**config.mk**
```make
export PLATFORM = sky130hd
export DESIGN_NAME = serial_operand_reg
export DESIGN_NICKNAME = d
export VERILOG_FILES = /design/src/rtl/serial_operand_reg.sv
export SDC_FILE = /design/constraint.sdc
export NUM_CORES = 1
export LEC_CHECK = 0
export CORE_ASPECT_RATIO = 0.9
export CORE_MARGIN = 2
export CORE_UTILIZATION = 40
export DETAILED_ROUTE_END_ITERATION = 8
export SLEW_MARGIN = 20
export SYNTH_ARGS = -nofsm -noshare
export SYNTH_HDL_FRONTEND = slang
export SYNTH_SLANG_ARGS = --single-unit
```
**constraint.sdc**
```tcl
create_clock -name clk_in -period 3.1 [get_ports clk_in]
set_clock_uncertainty 0.05 [all_clocks]
set_input_delay 0.62 -clock clk_in [delete_from_list [all_inputs] [get_ports clk_in]]
set_output_delay 0.62 -clock clk_in [all_outputs]
set_load 0.005 [all_outputs]
```
**src/rtl/serial_operand_reg.sv**
```systemverilog
// rtl/serial_operand_reg.sv - serial-to-parallel operand input stage for the FP adder
module serial_operand_reg #(
  parameter int WIDTH = 16
) (
  input  logic             clk_in,
  input  logic             rst_in,
  input  logic             serial_in,
  input  logic             serial_valid_in,
  input  logic             frame_start_in,
  input  logic             operands_read_in,
  output logic [WIDTH-1:0] a_out,
  output logic [WIDTH-1:0] b_out,
  output logic             operands_rdy,
  output logic             input_rdy,
  output logic             overrun_err
);

  localparam int CW = $clog2(WIDTH);

  localparam logic [1:0] IDLE   = 2'd0;
  localparam logic [1:0] LOAD_A = 2'd1;
  localparam logic [1:0] LOAD_B = 2'd2;
  localparam logic [1:0] FULL   = 2'd3;

  logic [1:0]       state;
  logic [CW-1:0]    cnt;
  logic [WIDTH-1:0] a_sh;
  logic [WIDTH-1:0] b_sh;
  logic             last_bit;

  assign last_bit  = (cnt == CW'(WIDTH - 1));
  assign input_rdy = (state != FULL);

  always_ff @(posedge clk_in or negedge rst_in) begin
    if (!rst_in) begin
      state        <= IDLE;
      cnt          <= '0;
      a_sh         <= '0;
      b_sh         <= '0;
      a_out        <= '0;
      b_out        <= '0;
      operands_rdy <= 1'b0;
      overrun_err  <= 1'b0;
    end else begin
      case (state)
        IDLE: begin
          // Bits without a frame marker are line noise before sync; drop them silently.
          if (serial_valid_in && frame_start_in) begin
            a_sh  <= {serial_in, a_sh[WIDTH-1:1]};
            cnt   <= CW'(1);
            state <= LOAD_A;
          end
        end
        LOAD_A, LOAD_B: begin
          if (serial_valid_in) begin
            if (frame_start_in) begin
              // Resync: stale A bits are shifted out before the frame completes.
              a_sh  <= {serial_in, a_sh[WIDTH-1:1]};
              cnt   <= CW'(1);
              state <= LOAD_A;
            end else if (state == LOAD_A) begin
              a_sh <= {serial_in, a_sh[WIDTH-1:1]};
              if (last_bit) begin
                cnt   <= '0;
                state <= LOAD_B;
              end else begin
                cnt <= cnt + CW'(1);
              end
            end else begin
              b_sh <= {serial_in, b_sh[WIDTH-1:1]};
              if (last_bit) begin
                a_out        <= a_sh;
                b_out        <= {serial_in, b_sh[WIDTH-1:1]};
                operands_rdy <= 1'b1;
                cnt          <= '0;
                state        <= FULL;
              end else begin
                cnt <= cnt + CW'(1);
              end
            end
          end
        end
        default: begin
          if (serial_valid_in) begin
            overrun_err <= 1'b1;
          end
          if (operands_read_in) begin
            operands_rdy <= 1'b0;
            state        <= IDLE;
          end
        end
      endcase
    end
  end

endmodule

```
* Word-level counts from Yosys, hierarchy flattened *
Cells that the tools add are included.

word-level totals
  flip-flop bits (word level) = 72
  input bits = 6
  output and inout bits = 35
  logic and storage cells = 62

cells by class
  add/subtract/negate cells = 1
  eq/ne operators = 11
  muxes and demuxes = 24
  bitwise logic cells = 4
  reduce and logical (&&, ||, !) cells = 14

operators by type and width
  operator             number
  $mux 16              4
  $pmux 16 s2          1
  $mux 4               4
  $mux 2               7
  $ne 2x2->1 const B   6
  $reduce_and 4->1     3
  $pmux 4 s2           1
  $ne 3x3->1 const B   2
  $reduce_and 6->1     1
  $mux 1               5
  $reduce_and 5->1     1
  $add 4x1->4 const B  1
  $eq 4x4->1 const B   1
  $not 1->1            4
  $pmux 2 s2           1
  $reduce_bool 2->1    2
  $reduce_and 3->1     1
  $reduce_bool 3->1    1
  $reduce_or 3->1      1
  $eq 2x1->1 const B   1
  $eq 2x2->1 const B   1
  $logic_not 2->1      1
  $pmux 1 s2           1
  $reduce_and 2->1     1
  2 further kinds      2

* Depth between registers and ports, before layout *
Gate-level depths: netlist of the first run.

  depth in word-level cells = 6
  depth in mapped cells = 9
  mapped depth without buffers = 6

* Worst setup path after synthesis of the first run *
OpenSTA, ideal clock, no wires.

  path type = register -> register
  start point = reg state[1]
  end point = reg a_out[0]
  data arrival time = 2,011 ps
  required time = 2,923 ps
  slack = 912 ps
  stages on the path, launching flop included = 10
  path buffers = 3
  path through = dfrtp_1 > inv_1 > ha_1 > nand2b_1 > buf_2 > nor3b_4 > and2_1 > buf_4 > buf_6 > mux2_1

on the way
  longest elaborated chain between the ends = 3
  elaborated cells between the ends (all ways) = 5

ends and longest elaborated chain
  what                                          line    text
  from (decl)                                   25      logic [1:0] state;
  from (signal assigned)                        36      state <= IDLE;
  from (signal assigned)                        51      state <= LOAD_A;
  from (signal assigned)                        60      state <= LOAD_A;
  $eq 2x1->1 or $eq 2x2->1 (tied branches)      45, 61
  $reduce_or 2->1 or $not 1->1 (tied branches)  --
  $reduce_and 5->1 (no source line) *           --
  to (signal assigned)                          72      a_out <= a_sh;
  to (decl)                                     11      output logic [WIDTH-1:0] a_out,

Mark *: on every way between the ends. The rest lies on a longest branch, timed or not.
A chain may end at the register's enable or synchronous reset.

* Worst setup path after layout of the first run *
  start point = in frame_start_in
  end point = reg b_out[5]

on the way
  longest elaborated chain between the ends = 2

ends and longest elaborated chain
  what                               line  text
  from (decl)                        9     input logic frame_start_in,
  $not 1->1 (no source line)         --
  $reduce_and 5->1 (no source line)  --
  to (signal assigned)               73    b_out <= {serial_in, b_sh[WIDTH-1:1]};
  to (decl)                          12    output logic [WIDTH-1:0] b_out,

Every way passes these cells.

==> results of run 1 <==
[cells in the final DEF (no fill, tap or decap), drive strengths merged, types with 5 or more instances in the layout]
master / synthesis / final
buf: 8 / 6
clkbuf: 0 / 12
clkdlybuf4s50: 0 / 39
dfrtp: 71 / 71
ha: 5 / 5
inv: 5 / 6
mux2: 64 / 64
nor2: 5 / 5
o21ai: 5 / 5
o31ai: 5 / 5
[layout make-up]
cell class,count,share of cell area (%)
repair buffers,45,12.4
flip-flops and latches,71,49.3
clock buffers,12,4.30
multi-input cells,104,28.2
inverters,5,0.520
clock inverters,4,2.12
well taps,93,3.23
[power by group]
| part | total, mW | leakage, nW | internal, mW | switching (mW) |
|---|---|---|---|---|
| logic | 0.436 | 0.682 | 0.230 | 0.206 |
| clock network | 0.832 | 0.113 | 0.500 | 0.331 |
| registers | 1.19 | 0.955 | 1.08 | 0.110 |
| total | 2.46 | 1.75 | 1.81 | 0.647 |
[synth_stat cells]
cell type	count	share of area (%)
nor3b_4	1	0.65
buf_6	3	1.2
mux2_2	34	13
dfrtp_1	71	62
nand2b_1	3	0.65
ha_1	5	2.2
or2_2	1	0.22
o41ai_1	1	0.31
nor3b_1	1	0.26
o31ai_1	5	1.3
nand3_1	2	0.35
inv_1	5	0.65
and2_1	1	0.22
a21oi_1	3	0.52
a31oi_1	2	0.44
buf_4	1	0.26
nor2_1	5	0.65
o221ai_1	1	0.31
buf_2	4	0.70
mux2_1	30	12
and3_1	1	0.22
mux2i_1	2	0.70
o21ai_0	5	0.87
a21o_1	1	0.26
[logic make-up after synthesis]
| group | synth area share [%] |
|---|---|
| flops | 62.0 |
| fa+ha+maj | 2.18 |
| compound gates | 4.01 |
| buf+inv | 2.79 |
| mux | 25.8 |
| simple gates | 3.23 |
[routing by layer]
layer	global-route usage, %	share of wire, %	up-vias
met3	6.01	4.9	3
met5	0	0	-
li1	-	-	768
met2	18.6	46	37
met1	16.8	48	803
met4	3.21	0.79	0
[worst max-delay path, stage by stage]
cell and delay (ns):
clkdlybuf4s50_1 0.49, nand2b_1 0.35, nor3b_4 0.25, and2_1 0.16
buf_4 0.27, mux2_2 0.37
[worst max path at each step]
stage                         start              endpoint  slack, ns  cells past startpoint
2_1_floorplan  state[1]$_DFFE_PN0P_  a_out[0]$_DFFE_PN0P_       0.91                      9
3_3_place_gp         frame_start_in  b_out[5]$_DFFE_PN0P_       0.41                      6
3_5_place_dp         frame_start_in  b_out[5]$_DFFE_PN0P_       0.37                      6
4_1_cts              frame_start_in  b_out[5]$_DFFE_PN0P_       0.73                      6
5_1_grt              frame_start_in  b_out[7]$_DFFE_PN0P_       0.62                      6
6_report             frame_start_in  b_out[5]$_DFFE_PN0P_       0.74                      6
[registers in the layout, summed over array words and instances, names as in the netlist]
register / count
a_out: 16
a_sh: 16
overrun_err: 1
state: 2
b_out: 16
b_sh: 15
cnt: 4
operands_rdy: 1
[through the flow]
stage / total power [mW] / cell area (um^2) / util [%]
finish: 2.46 / 3610 / 51.5
global route: 2.61 / 3610 / 51.5
CTS: 2.50 / 3610 / 51.5
detailed placement: 1.65 / 3370 / 48.2
global placement: 1.63 / 3370 / 48.2
floorplan: 1.52 / 2870 / -
==> impl_metrics.yaml, run 1 <==
run_status:
  status: "complete, no violations"
worst_hold_path:
  hp-class: "input port to asynchronous set/reset pin"
cts:
  clock-sinks: 71
  clockRootBuffer: "clkbuf_8"
  tritoncts: "done"
  post_cts_resized: 0
  clk_pin_slew_ns: 0.07
  htreeDepth: 3
  cts_buffers: 9
  cts_max_path_buffers: 2
  cts_setup_buffers: 0
  ctsHoldBuffers: 0
  clock_latency_ns: 0.34
place:
  dp_hpwl_um: 2970
  port_buffers: 40
  dp_cells: 318
  pre_cts_slack_ns: 0.374
  gp_congestion: 0.793
grt:
  track_usage_pct: 12.6
  grt_max_degree: 72
  grt_pass1_vias: 1594
  grt_overflow: 0
  antenna_found_initial: 0
  grt_pass1_wl_um: 7760
floorplanning:
  rows: 29
  die_h_um: 84.3
  start_util_pct: 41.0
  die_w_um: 93.3
  ios: 41
  coreArea_mm2: 0.00700
  dieArea_mm2: 0.00786
final_layout:
  final_nets: 247
  multiInputGateArea_mm2: 0.00102
  final_cells: 334
  area_delta_synth_final_pct: 25.7
  layout-drive-gt1-share_pct: 24.1
  nFillCells: 608
  antenna_cells: 0
  ff_latch_area_mm2: 0.00178
timing:
  worst_pin_slew_ns: 0.378
  hold_viol_final: 0
  post-route-min-period_ns: 2.36
  fmaxAchievable_mhz: 423
  setup_ws_ns: 0.739
  slew_viol_final: 0
  post-route-period-util_pct: 76.2
  final-setup-viol-count: 0
  fin_hold_ws_ns: 0.242
  setup_tns_ns: 0
  rsz0062_at_grt: "false"
  slew_headroom_pct: 74.8
worst_setup_path:
  timing.rr.end: "b_out[5]$_DFFE_PN0P_"
  crit_path_max_fanout: 19
  cp-start-kind: "input port"
  crit_arrival_ns: 2.53
  required_ns: 3.27
  ff2ff_setup_slack_ns: 0.77
  endpoint_kind: "flip-flop"
  r2r_cells: 7
  critPathKind: "input port to flip-flop"
  r2r-start: "state[1]$_DFFE_PN0P_"
yosys:
  ys_seq_area_share_pct: 62.0
  synth_fp_nets: 199
  yosys_warnings: 0
  yosys.cell_types.count: 24
  netlist_area_mm2: 0.00287
  synth_cells: 188
  postSynthAreaPerCell_um2: 15.3
  synth-seq-cells: 71
routing:
  totalWireLength_um: 4430
  vias_per_cell: 4.82
  via_count: 1611
  avgRoutedWirePerCell_um: 13.3
  drt-initial-drc-count: 53
  drc: 0
  drt_pass1_iterations: 4
  ant_nets: 0
power:
  p_leak_nw: 1.75
  ir_worst_vdd_mv: 0.276
  power_density_mw_per_mm2: 682
job:
  drv_cap: 0
No activity file was read; power rests on OpenSTA's default activity.
==> run 2, diff against run 1 <==
==> constraint.sdc (replaced) <==
create_clock -name clk_in -period 2.4 [get_ports clk_in]
set_clock_uncertainty 0.05 [all_clocks]
set_input_delay 0.48 -clock clk_in [delete_from_list [all_inputs] [get_ports clk_in]]
set_output_delay 0.48 -clock clk_in [all_outputs]
set_load 0.005 [all_outputs]
==> run 2 against run 1 <==
  * Die area is the same
  * Via count is 1.2% higher
  * Flip-flop and latch count did not move
  * Critical endpoint is now input_rdy
  * Largest cell class unchanged
==> impl_metrics.yaml, run 2 (synthesized netlist as in run 1, its figures left out) <==
timing:
  final-setup-viol-count: 0
  slew_headroom_pct: 72.1
  setup_tns_ns: 0
  rsz0062_at_grt: "false"
  slew_viol_final: 0
  fmaxAchievable_mhz: 461
  hold_viol_final: 0
  post-route-min-period_ns: 2.17
  post-route-period-util_pct: 90.3
  worst_pin_slew_ns: 0.419
final_layout:
  final_common_cell: "dfrtp_1"
  antenna_cells: 0
  biggestRegsByFlops: "a_out x16, a_sh x16, b_out x16"
  area_delta_synth_final_pct: 25.3
  nFillCells: 606
  final_cell_mix: "dfrtp_1 (71), clkdlybuf4s50_1 (39), mux2_2 (34)"
  finish.instance_area_mm2: 0.00359
  layout-drive-gt1-share_pct: 25.3
  final_nets: 251
cts:
  clockRootBuffer: "clkbuf_8"
  cts_setup_buffers: 0
  cts_buffers: 9
  htreeDepth: 3
  clock-sinks: 71
  post_cts_resized: 0
  ctsHoldBuffers: 0
  tritoncts: "done"
  clock_latency_ns: 0.33
  cts_max_path_buffers: 2
  clk_pin_slew_ns: 0.07
routing:
  totalWireLength_um: 4540
  drt-initial-drc-count: 34
  ant_nets: 0
  via_count: 1631
  vias_per_cell: 4.83
  drc: 0
  drt_pass1_iterations: 4
  avgRoutedWirePerCell_um: 13.4
floorplanning:
  start_util_pct: 41.0
  ios: 41
  coreArea_mm2: 0.00700
  die_h_um: 84.3
  die_w_um: 93.3
  dieArea_mm2: 0.00786
  rows: 29
grt:
  grt_overflow: 0
  grt_max_degree: 72
  antenna_found_initial: 0
  grt_pass1_wl_um: 7840
  track_usage_pct: 12.8
  grt_pass1_vias: 1606
worst_setup_path:
  slowest_delay_ns: 0.49
  crit_path_max_fanout: 7
  timing.critical_path.cells: "ha_1 > inv_1 > clkdlybuf4s50_1"
  cp-start-kind: "flip-flop"
  endpoint_kind: "primary output"
  critPathKind: "flip-flop to primary output"
  required_ns: 1.87
  crit_arrival_ns: 1.64
  slowest_stage: "clkdlybuf4s50_1"
power:
  power_density_mw_per_mm2: 836
  ir_worst_vdd_mv: 0.542
  p_leak_nw: 1.75
run_status:
  status: "complete, no violations"
place:
  port_buffers: 40
  post_dp_cell_area_mm2: 0.00340
  dp_hpwl_um: 3040
  gp_congestion: 0.707
worst_hold_path:
  hp-class: "input port to asynchronous set/reset pin"
job:
  drv_cap: 0
[run 2: cell types whose count changed in the layout (fill, tap and decap cells not counted), sizes merged]
cell,delta
buf,+4
bufinv,-1
clkbuf,-2
clkinv,+4
inv,-1
[run 2: routing by layer]
| metal | global-route usage (%) | wire length, um |
|---|---|---|
| met5 | 0 | 0 |
| met3 | 5.66 | 228 |
| met4 | 3.61 | 18 |
| met2 | 17.8 | 2000 |
| met1 | 18.2 | 2300 |
[run 2: final cells by class]
class	instances	area, um^2	area share, %
Clock buffer	10	128	3.55
Clock inverter	6	61.3	1.71
Inverter	5	18.8	0.522
Multi-Input combinational cell	104	1020	28.3
Sequential cell	71	1780	49.4
Tap cell	93	116	3.24
Timing Repair Buffer	49	475	13.2
[run 2: power breakdown]
| part | leakage (nW) | internal, mW | total [mW] | switching [mW] |
|---|---|---|---|---|
| combinational | 0.702 | 0.304 | 0.565 | 0.262 |
| sequential | 0.955 | 1.40 | 1.54 | 0.139 |
| clock | 0.0960 | 0.476 | 0.904 | 0.428 |
[run 2: stage by stage]
step           util [%]  instances  power [mW]  hold WS (ns)  setup WS (ns)
6_report           51.3        338        3.01        0.0955          0.233
5_1_grt            51.3        338        3.19         0.121          0.127
4_1_cts            51.3        338        3.06         0.116          0.210
3_5_place_dp       48.6        322        2.13         0.398          0.151
3_3_place_gp       48.6        322        2.12         0.388          0.157
2_1_floorplan         -        188        1.96         0.134          0.212
[run 2: path summary, 6_finish.rpt]
| path | from | to | slack (ns) | cells after the start |
|---|---|---|---|---|
| worst max-delay path | state[1]$_DFFE_PN0P_ | input_rdy | 0.23 | 3 |
| worst min-delay path | rst_in | a_out[3]$_DFFE_PN0P_ | 0.1 | 2 |
| worst max register to register | state[1]$_DFFE_PN0P_ | b_out[12]$_DFFE_PN0P_ | 0.26 | 7 |
| worst min register to register | overrun_err$_DFFE_PN0P_ | overrun_err$_DFFE_PN0P_ | 0.41 | 1 |
| max in group asynchronous | rst_in | cnt[0]$_DFFE_PN0P_ | 1.88 | 2 |
| min in group clk_in | overrun_err$_DFFE_PN0P_ | overrun_err$_DFFE_PN0P_ | 0.41 | 1 |
[run 2: worst max-delay path: cells and delay by family, from the launching register on]
family     cells  cell delay, ns
fa+ha+maj      1            0.29
buf+inv        2            0.59
flops          1            0.42
